==> config.mk <==
export PLATFORM = sky130hd
export DESIGN_NAME = pipe_hazard_ctrl
export DESIGN_NICKNAME = d
export VERILOG_FILES = /design/src/rtl/pipe_ctrl_pkg.sv /design/src/rtl/pipe_hazard_ctrl_hazard_detect.sv /design/src/rtl/pipe_hazard_ctrl.sv
export SDC_FILE = /design/constraint.sdc
export NUM_CORES = 1
export LEC_CHECK = 0
export ABC_AREA = 1
export BUFFER_PORTS_ARGS = -buffer_cell sky130_fd_sc_hd__buf_2
export CAP_MARGIN = 20
export CELL_PAD_IN_SITES_DETAIL_PLACEMENT = 2
export CELL_PAD_IN_SITES_GLOBAL_PLACEMENT = 2
export CORE_AREA = 2 2 64 66
export CTS_BUF_LIST = sky130_fd_sc_hd__clkbuf_4
export DETAILED_ROUTE_END_ITERATION = 7
export DIE_AREA = 0 0 66 68
export GPL_ROUTABILITY_DRIVEN = 0
export PLACE_DENSITY = 0.85
export SYNTH_ARGS = -nofsm -noshare
export SYNTH_HDL_FRONTEND = slang
export SYNTH_HIERARCHICAL = 1
export SYNTH_SLANG_ARGS = --single-unit
==> constraint.sdc <==
create_clock -name clk -period 1.3 [get_ports clk]
set_input_delay 0.195 -clock clk [delete_from_list [all_inputs] [get_ports clk]]
set_output_delay 0.195 -clock clk [all_outputs]
set_load 0.03 [all_outputs]
==> src/rtl/pipe_ctrl_pkg.sv <==
// Shared definitions for the pipeline sequencing controller:
// FSM state encoding and PC source select codes.
package pipe_ctrl_pkg;

    typedef enum logic [2:0] {
        ST_RUN       = 3'd0,
        ST_HALT      = 3'd1,
        ST_INT_FLUSH = 3'd2,
        ST_INT_PUSH  = 3'd3,
        ST_INT_VEC   = 3'd4
    } state_e;

    localparam logic [1:0] PC_SEQ = 2'd0;
    localparam logic [1:0] PC_BR  = 2'd1;
    localparam logic [1:0] PC_VEC = 2'd2;

endpackage

==> src/rtl/pipe_hazard_ctrl_hazard_detect.sv <==
// Load-use comparator: decode reads a register that the load in Ex
// has not yet produced. Pure combinational, shared with forwarding.
module hazard_detect (
    input  logic [1:0] d_ra,
    input  logic [1:0] d_rb,
    input  logic       d_use_ra,
    input  logic       d_use_rb,
    input  logic [1:0] ex_rd,
    input  logic       ex_RW,
    input  logic       ex_mem_rd,
    output logic       lu
);

    logic hit_a;
    logic hit_b;

    assign hit_a = d_use_ra & (d_ra == ex_rd);
    assign hit_b = d_use_rb & (d_rb == ex_rd);
    assign lu    = ex_mem_rd & ex_RW & (hit_a | hit_b);

endmodule

==> src/rtl/pipe_hazard_ctrl.sv <==
// Pipeline sequencing controller: latch strobes, load-use stalls,
// branch flushes, halt and interrupt entry sequencing.
module pipe_hazard_ctrl
    import pipe_ctrl_pkg::*;
#(
    parameter int STALL_CNT_W = 8
) (
    input  logic                   clk,
    input  logic                   reset,
    input  logic [1:0]             d_ra,
    input  logic [1:0]             d_rb,
    input  logic                   d_use_ra,
    input  logic                   d_use_rb,
    input  logic [1:0]             ex_rd,
    input  logic                   ex_RW,
    input  logic                   ex_mem_rd,
    input  logic                   ex_branch_taken,
    input  logic                   ex_Hlt,
    input  logic                   int_req,
    input  logic                   int_en,
    output logic                   pc_ld,
    output logic [1:0]             pc_sel,
    output logic                   fd_ld,
    output logic                   fd_flush,
    output logic                   dex_ld,
    output logic                   dex_flush,
    output logic                   exm_ld,
    output logic                   inj_push_pc,
    output logic                   int_ack,
    output logic                   halted,
    output logic [STALL_CNT_W-1:0] stall_cnt
);

    state_e                 state_q, state_d;
    logic [STALL_CNT_W-1:0] cnt_q, cnt_d;
    logic                   ack_q, halted_q;
    logic                   lu;
    logic                   irq;
    logic                   stall_evt;

    hazard_detect u_hd (
        .d_ra      (d_ra),
        .d_rb      (d_rb),
        .d_use_ra  (d_use_ra),
        .d_use_rb  (d_use_rb),
        .ex_rd     (ex_rd),
        .ex_RW     (ex_RW),
        .ex_mem_rd (ex_mem_rd),
        .lu        (lu)
    );

    assign irq       = int_req & int_en;
    assign stall_evt = (state_q == ST_RUN) & ~ex_branch_taken
                     & ~ex_Hlt & lu;

    always_ff @(posedge clk or negedge reset) begin
        if (!reset) begin
            state_q  <= ST_RUN;
            cnt_q    <= '0;
            ack_q    <= 1'b0;
            halted_q <= 1'b0;
        end else begin
            state_q  <= state_d;
            cnt_q    <= cnt_d;
            ack_q    <= (state_q == ST_INT_VEC);
            halted_q <= (state_d == ST_HALT);
        end
    end

    always_comb begin
        state_d = state_q;
        cnt_d   = cnt_q;
        if (stall_evt && cnt_q != '1) begin
            cnt_d = cnt_q + 1'b1;
        end
        unique case (state_q)
            ST_RUN: begin
                if (ex_branch_taken)  state_d = ST_RUN;
                else if (ex_Hlt)      state_d = ST_HALT;
                else if (lu)          state_d = ST_RUN;
                else if (irq)         state_d = ST_INT_FLUSH;
            end
            ST_HALT:      if (irq) state_d = ST_INT_FLUSH;
            ST_INT_FLUSH: state_d = ST_INT_PUSH;
            ST_INT_PUSH:  state_d = ST_INT_VEC;
            ST_INT_VEC:   state_d = ST_RUN;
            default:      state_d = ST_RUN;
        endcase
    end

    // Latches clear themselves on reset, so every strobe is held low then.
    always_comb begin
        pc_ld       = 1'b0;
        pc_sel      = PC_SEQ;
        fd_ld       = 1'b0;
        fd_flush    = 1'b0;
        dex_ld      = 1'b0;
        dex_flush   = 1'b0;
        exm_ld      = 1'b0;
        inj_push_pc = 1'b0;
        if (reset) begin
            pc_ld  = 1'b1;
            fd_ld  = 1'b1;
            dex_ld = 1'b1;
            exm_ld = 1'b1;
            unique case (state_q)
                ST_RUN: begin
                    if (ex_branch_taken) begin
                        pc_sel    = PC_BR;
                        fd_flush  = 1'b1;
                        dex_flush = 1'b1;
                    end else if (ex_Hlt || lu) begin
                        pc_ld     = 1'b0;
                        fd_ld     = 1'b0;
                        dex_flush = 1'b1;
                    end
                end
                ST_HALT: begin
                    pc_ld     = 1'b0;
                    fd_ld     = 1'b0;
                    dex_flush = 1'b1;
                end
                ST_INT_FLUSH: begin
                    pc_ld     = 1'b0;
                    fd_flush  = 1'b1;
                    dex_flush = 1'b1;
                end
                ST_INT_PUSH: begin
                    pc_ld       = 1'b0;
                    fd_ld       = 1'b0;
                    inj_push_pc = 1'b1;
                end
                ST_INT_VEC: begin
                    pc_sel    = PC_VEC;
                    fd_flush  = 1'b1;
                    dex_flush = 1'b1;
                end
                default: begin
                    pc_ld  = 1'b0;
                    fd_ld  = 1'b0;
                    dex_ld = 1'b0;
                    exm_ld = 1'b0;
                end
            endcase
        end
    end

    assign int_ack   = ack_q;
    assign halted    = halted_q;
    assign stall_cnt = cnt_q;

endmodule

* Word level (Yosys, flattened, before mapping)
Index checks and enable logic that the tools add are counted.
** Storage, ports and cells
- Register bits :: 13
- Input port bits :: 16
- Output and inout bits :: 19
- Word-level logic and storage cells :: 55
** Cells by class
- Add/subtract/negate cells :: 1
- Equal/unequal tests :: 8
- Multiplexer cells :: 25
- Bitwise operators :: 11
- Reduce and logical (&&, ||, !) cells :: 6
** Operator list (number)
- 2-to-1 mux 1 bit :: 14
- 2-to-1 mux 3 bit :: 4
- one-hot mux 3 bit (4 select lines) :: 1
- adder 8 x 1 -> 8 bit, second input constant :: 1
- bitwise AND 1 bit :: 8
- != test 8 bit, second input constant :: 1
- one-hot mux 1 bit (2 select lines) :: 4
- == test 3 x 1 -> 1 bit, second input constant :: 2
- == test 3 x 2 -> 1 bit, second input constant :: 2
- OR reduction 5 bit :: 1
- == test 2 bit :: 2
- one-hot mux 2 bit (2 select lines) :: 1
- == test 3 bit, second input constant :: 1
- zero test 3 bit :: 1
- OR reduction 3 bit :: 1
- 2-to-1 mux 2 bit :: 1
- inverter 1 bit :: 2
- OR reduction 2 bit :: 1
- logical AND 1 bit :: 1
- logical OR 1 bit :: 1
- bitwise OR 1 bit :: 1

* Depth between registers and ports, before layout
- Depth after elaboration :: 9
- Mapped depth :: 12
- Depth with buffers taken out :: 12

* Modules after synthesis
The synthesis kept the hierarchy.
** Modules (own cells, without submodules)
- pipe_hazard_ctrl :: instances 1, cells each 116, area an instance 810.8 µm², seq. area each 325.3 µm²
- hazard_detect :: instances 1, cells each 22, area an instance 95.1 µm², seq. area each 0.0 µm²

* Least setup slack after synthesis
Ideal clock, no wire load.
- Kind :: input to output
- Start :: input port ex_rd[0]
- End :: output port dex_flush
- Data arrival time :: 1.438 ns
- Required time :: 1.105 ns
- Path slack :: -0.333 ns
- Stages on the path :: 9
- Path buffers :: 0
- Path through :: inv_2 > nand2_1 > nand2_1 > nand3_2 > a21oi_2 > inv_1 > nand2_1 > nor2_1 > nor3b_1
** Between the ends
- Longest elaborated chain between the ends :: 9
- Elaborated cells on any way between the ends :: 11
- Classes of those cells :: 2 x eq/ne; 4 x mux; 4 x bitwise; 1 x reduce/logical
** RTL lines
- from (decl) :: RTL line pipe_hazard_ctrl.sv:14 : input logic [1:0] ex_rd,
- == test 2 bit (on tied branches) :: RTL line pipe_hazard_ctrl_hazard_detect.sv:17, pipe_hazard_ctrl_hazard_detect.sv:18
- bitwise AND 1 bit (on tied branches) :: RTL line pipe_hazard_ctrl_hazard_detect.sv:17, pipe_hazard_ctrl_hazard_detect.sv:18
- bitwise OR 1 bit (*) :: RTL line pipe_hazard_ctrl_hazard_detect.sv:19 : assign lu = ex_mem_rd & ex_RW & (hit_a | hit_b);
- bitwise AND 1 bit (*) :: RTL line pipe_hazard_ctrl_hazard_detect.sv:19
- named net lu :: RTL line pipe_hazard_ctrl.sv:37 : logic lu;
- logical OR 1 bit (*) :: RTL line pipe_hazard_ctrl.sv:112 : end else if (ex_Hlt || lu) begin
- 2-to-1 mux 1 bit (*) :: RTL line pipe_hazard_ctrl.sv:112
- 2-to-1 mux 1 bit (*) :: RTL line pipe_hazard_ctrl.sv:108 : if (ex_branch_taken) begin
- one-hot mux 1 bit (2 select lines) (*) :: RTL line pipe_hazard_ctrl.sv:106 : unique case (state_q)
- 2-to-1 mux 1 bit (*) :: RTL line pipe_hazard_ctrl.sv:101 : if (reset) begin
- to (decl) :: RTL line pipe_hazard_ctrl.sv:26 : output logic dex_flush,
Mark *: on every way through the listed nets, which the timed path passes. The rest lies on a longest branch.

* Final worst setup path
- Start :: register state_q[1]
- End :: output port dex_flush
** Between the ends
- Longest elaborated chain between the ends :: 4
- Elaborated cells on any way between the ends :: 7
- Classes of those cells :: 3 x eq/ne; 2 x mux; 2 x reduce/logical
** RTL lines
- from (decl) :: RTL line pipe_hazard_ctrl.sv:34 : state_e state_q, state_d;
- from (signal assigned) :: RTL line pipe_hazard_ctrl.sv:63 : state_q <= state_d;
- == test 3 bit, or another cell as far along :: RTL line pipe_hazard_ctrl.sv:106
- OR reduction 3 bit (no line)
- one-hot mux 1 bit (2 select lines) (*) :: RTL line pipe_hazard_ctrl.sv:106
- 2-to-1 mux 1 bit (*) :: RTL line pipe_hazard_ctrl.sv:101
Mark *: on every way between the ends. The rest lies on a longest branch, timed or not.

==> impl_metrics.csv <==
group,metric,value,unit
route,drt_iter0_drc,9,
floorplan,die_w,66,um
hold_path,hp-class,"in -> reg",
yosys,async_flop_share,100,%
timing,min_period_over_period,126,%
setup_path,cp_data_arrival_time,1440,ps
clock_tree,insertion_delay,280,ps
floorplan,die_area,4490,sq um
global_routing,overflow,0,
route,wl_per_cell,13.9,um
run,maxCapViolations,0,
yosys,yosysSeqAreaShare,35.9,%
outcome,violations,"negative setup slack",
timing,worst_slew_pin_slew,269,ps
timing,setup_viol,17,
global_routing,antenna_found_initial,0,
setup_path,path_max_fanout,3,
setup_path,cp.required,1110,ps
timing,layout_setup_ws,-332,ps
route,drc,0,
yosys,synth_top_area_share,35.9,%
final_layout,antennaDiodeCount,0,
route,drtPass1Iterations,2,
place,portBuffers,34,
pwr,cellLeakagePower,0.769,nW
timing,min_period,1630,ps
route,routed_wl,3350,um
clock_tree,cts_buffers,3,
final_layout,syn2layout_area_growth,54.3,%
setup_path,reg2reg_slack,-210,ps
yosys,netlist_top_cells_area,"dfrtp_1 (36%), nand2_1 (25%), inv_1 (7.5%), nor2_1 (5.8%), nor2_4 (3.7%)",
final_layout,layout-drive-gt1-share,43.7,%
timing,hold_viol,0,
final_layout,nNetsFinal,208,
global_routing,grt_max_degree,14,
clock_tree,cts.path.max_buffers,2,
yosys,synthCells,138,
floorplan,initial_core_util,23.5,%
global_routing,grt_pass1_vias,1124,
final_layout,utilization,36.2,%
route,num_vias,1068,
clock_tree,htreeDepth,1,
final_layout,nFillCells,490,
yosys,dominantRegCellSynth,"dfrtp_1",
yosys,ys_warn_count,6,
yosys,synth-edff-count,0,
global_routing,grtUsageTotal,14.7,%
yosys,synth_top_area_cell,"dfrtp_1",
global_routing,grt_pass1_wl,5000,um
floorplan,coreArea,3860,sq um
place,placed_cells,230,
timing,drv_slew,0,
yosys,synthDistinctLibCells,22,
setup_path,crit_type,"reg -> out",
timing,maxSlewHeadroom,82.1,%
pwr,pwr_density_cell,1490,nW/um^2
setup_path,worstSetupEndpointType,"primary output",
clock_tree,clock-sinks,13,
clock_tree,cts_tree,"yes",
clock_tree,clock-root-buffer,"clkbuf_4",
yosys,syn-num-nets,155,
final_layout,instances_no_fill,240,
place,place_hpwl,2420,um
yosys,syn_area_per_cell,6.56,sq um
pwr,irDropWorstVdd,0.468,mV
timing,fin_skew,2.87,ps
route,vias_per_cell,4.45,
clock_tree,path_clk_slew,80,ps
yosys,synth_area,906,sq um
floorplan,die_h,68,um
yosys,ys_ff_latch,13,
route,ant_nets,0,
place,dpl-instance-area,1220,sq um
setup_path,cp-start-kind,"flip-flop",
floorplan,ios,35,
timing,rsz0062_at_grt,"true",
final_layout,final_cell_area,1400,sq um
timing,fmax,0.613,GHz
floorplan,rows,23,
outcome,status,"complete, but fails checks",
## where the power goes
group	total [mW]	switching, mW	internal (mW)
logic	1.23	0.696	0.530
clock network	0.283	0.143	0.140
registers	0.570	0.0824	0.488
## placed cells by master (no fill, tap or decap), types with 2 or more instances in the layout
cell      instances
a21oi_1           2
a21oi_2           2
buf_2            25
buf_4            15
buf_6             8
clkbuf_4          4
dfrtp_1           9
dfrtp_2           4
inv_1            15
inv_2             4
nand2_1          54
nand2_2           7
nand3_1           5
nand3_2           2
nor2_1           13
nor2_4            4
o21ai_0           3
xnor2_1           2
## layer usage
metal	track usage [%]	vias to the layer above	routed length (um)
met5	0	-	0
met4	4.59	0	37
met3	2.63	5	105
met2	28.9	23	1900
met1	16.1	519	1310
li1	-	521	-
## synthesized netlist by cell type, types with 2 or more instances
cell and instances:
a21oi_1 3, dfrtp_1 13, inv_1 18, inv_2 2, nand2_1 60, nand3_1 5
nand3_2 3, nor2_1 14, nor2_4 3, o21ai_0 4, xnor2_1 2
## stage by stage
step	total power [mW]	setup slack (ps)	hold slack [ps]	setup TNS, ps
6_report	2.08	-332	261	-4060
5_1_grt	2.22	-412	285	-5430
4_1_cts	1.92	-299	254	-2220
3_5_place_dp	1.47	-247	191	-2120
3_3_place_gp	1.44	-175	203	-1560
2_1_floorplan	1.10	-63.1	-101	-110
## kinds of logic after synthesis
| group | Yosys count | synth area share [%] |
|---|---|---|
| adder cells (fa/ha/maj) | 1 | 1.38 |
| XOR/XNOR | 3 | 2.90 |
| AO/OA/AOI/OAI | 9 | 5.53 |
| AND/OR/NAND/NOR | 91 | 45.2 |
| buffers and inverters | 21 | 9.12 |
| flip-flops | 13 | 35.9 |
## path summary, 6_finish.rpt
check,from,to,depth (start not counted)
setup reg to reg,state_q[1]$_DFF_PN0_,stall_cnt[6]$_DFFE_PN0P_,8
hold reg to reg,stall_cnt[7]$_DFFE_PN0P_,stall_cnt[7]$_DFFE_PN0P_,2
setup / recovery,state_q[1]$_DFF_PN0_,dex_flush,5
min in group asynchronous,reset,state_q[0]$_DFF_PN0_,3
hold / removal,int_en,halted$_DFF_PN0_,4
max in group asynchronous,reset,state_q[2]$_DFF_PN0_,3
## layout make-up
| class | count | area, sq um | share of cell area (%) |
|---|---|---|---|
| clock buffer | 4 | 30.0 | 2.15 |
| sequential | 13 | 330 | 23.6 |
| timing repair buffer | 49 | 338 | 24.2 |
| tap | 50 | 62.6 | 4.48 |
| inverter | 20 | 77.6 | 5.55 |
| multi-input combinational | 104 | 559 | 40.0 |
## registers in the layout, summed over array words and instances (netlist names)
name and cells:
halted 1, state_q 3, int_ack 1, stall_cnt 8
## timing repair
| item | in CTS | in global routing |
|---|---|---|
| buffers inserted | 3 | 2 |
| setup endpoints to repair | 17 | 17 |
| hold buffers | 1 | 0 |
| resized for setup | 19 | 17 |
| pin swaps | 5 | 9 |
| endpoints found under the hold margin | 13 | 0 |
## worst max-delay path: stages, from the launching register on
cell and delay, ps:
dfrtp_2 450, nor2_4 180, buf_6 130, o21ai_4 50
nor3b_2 160, buf_4 180
(Power assumes the default switching activity.)
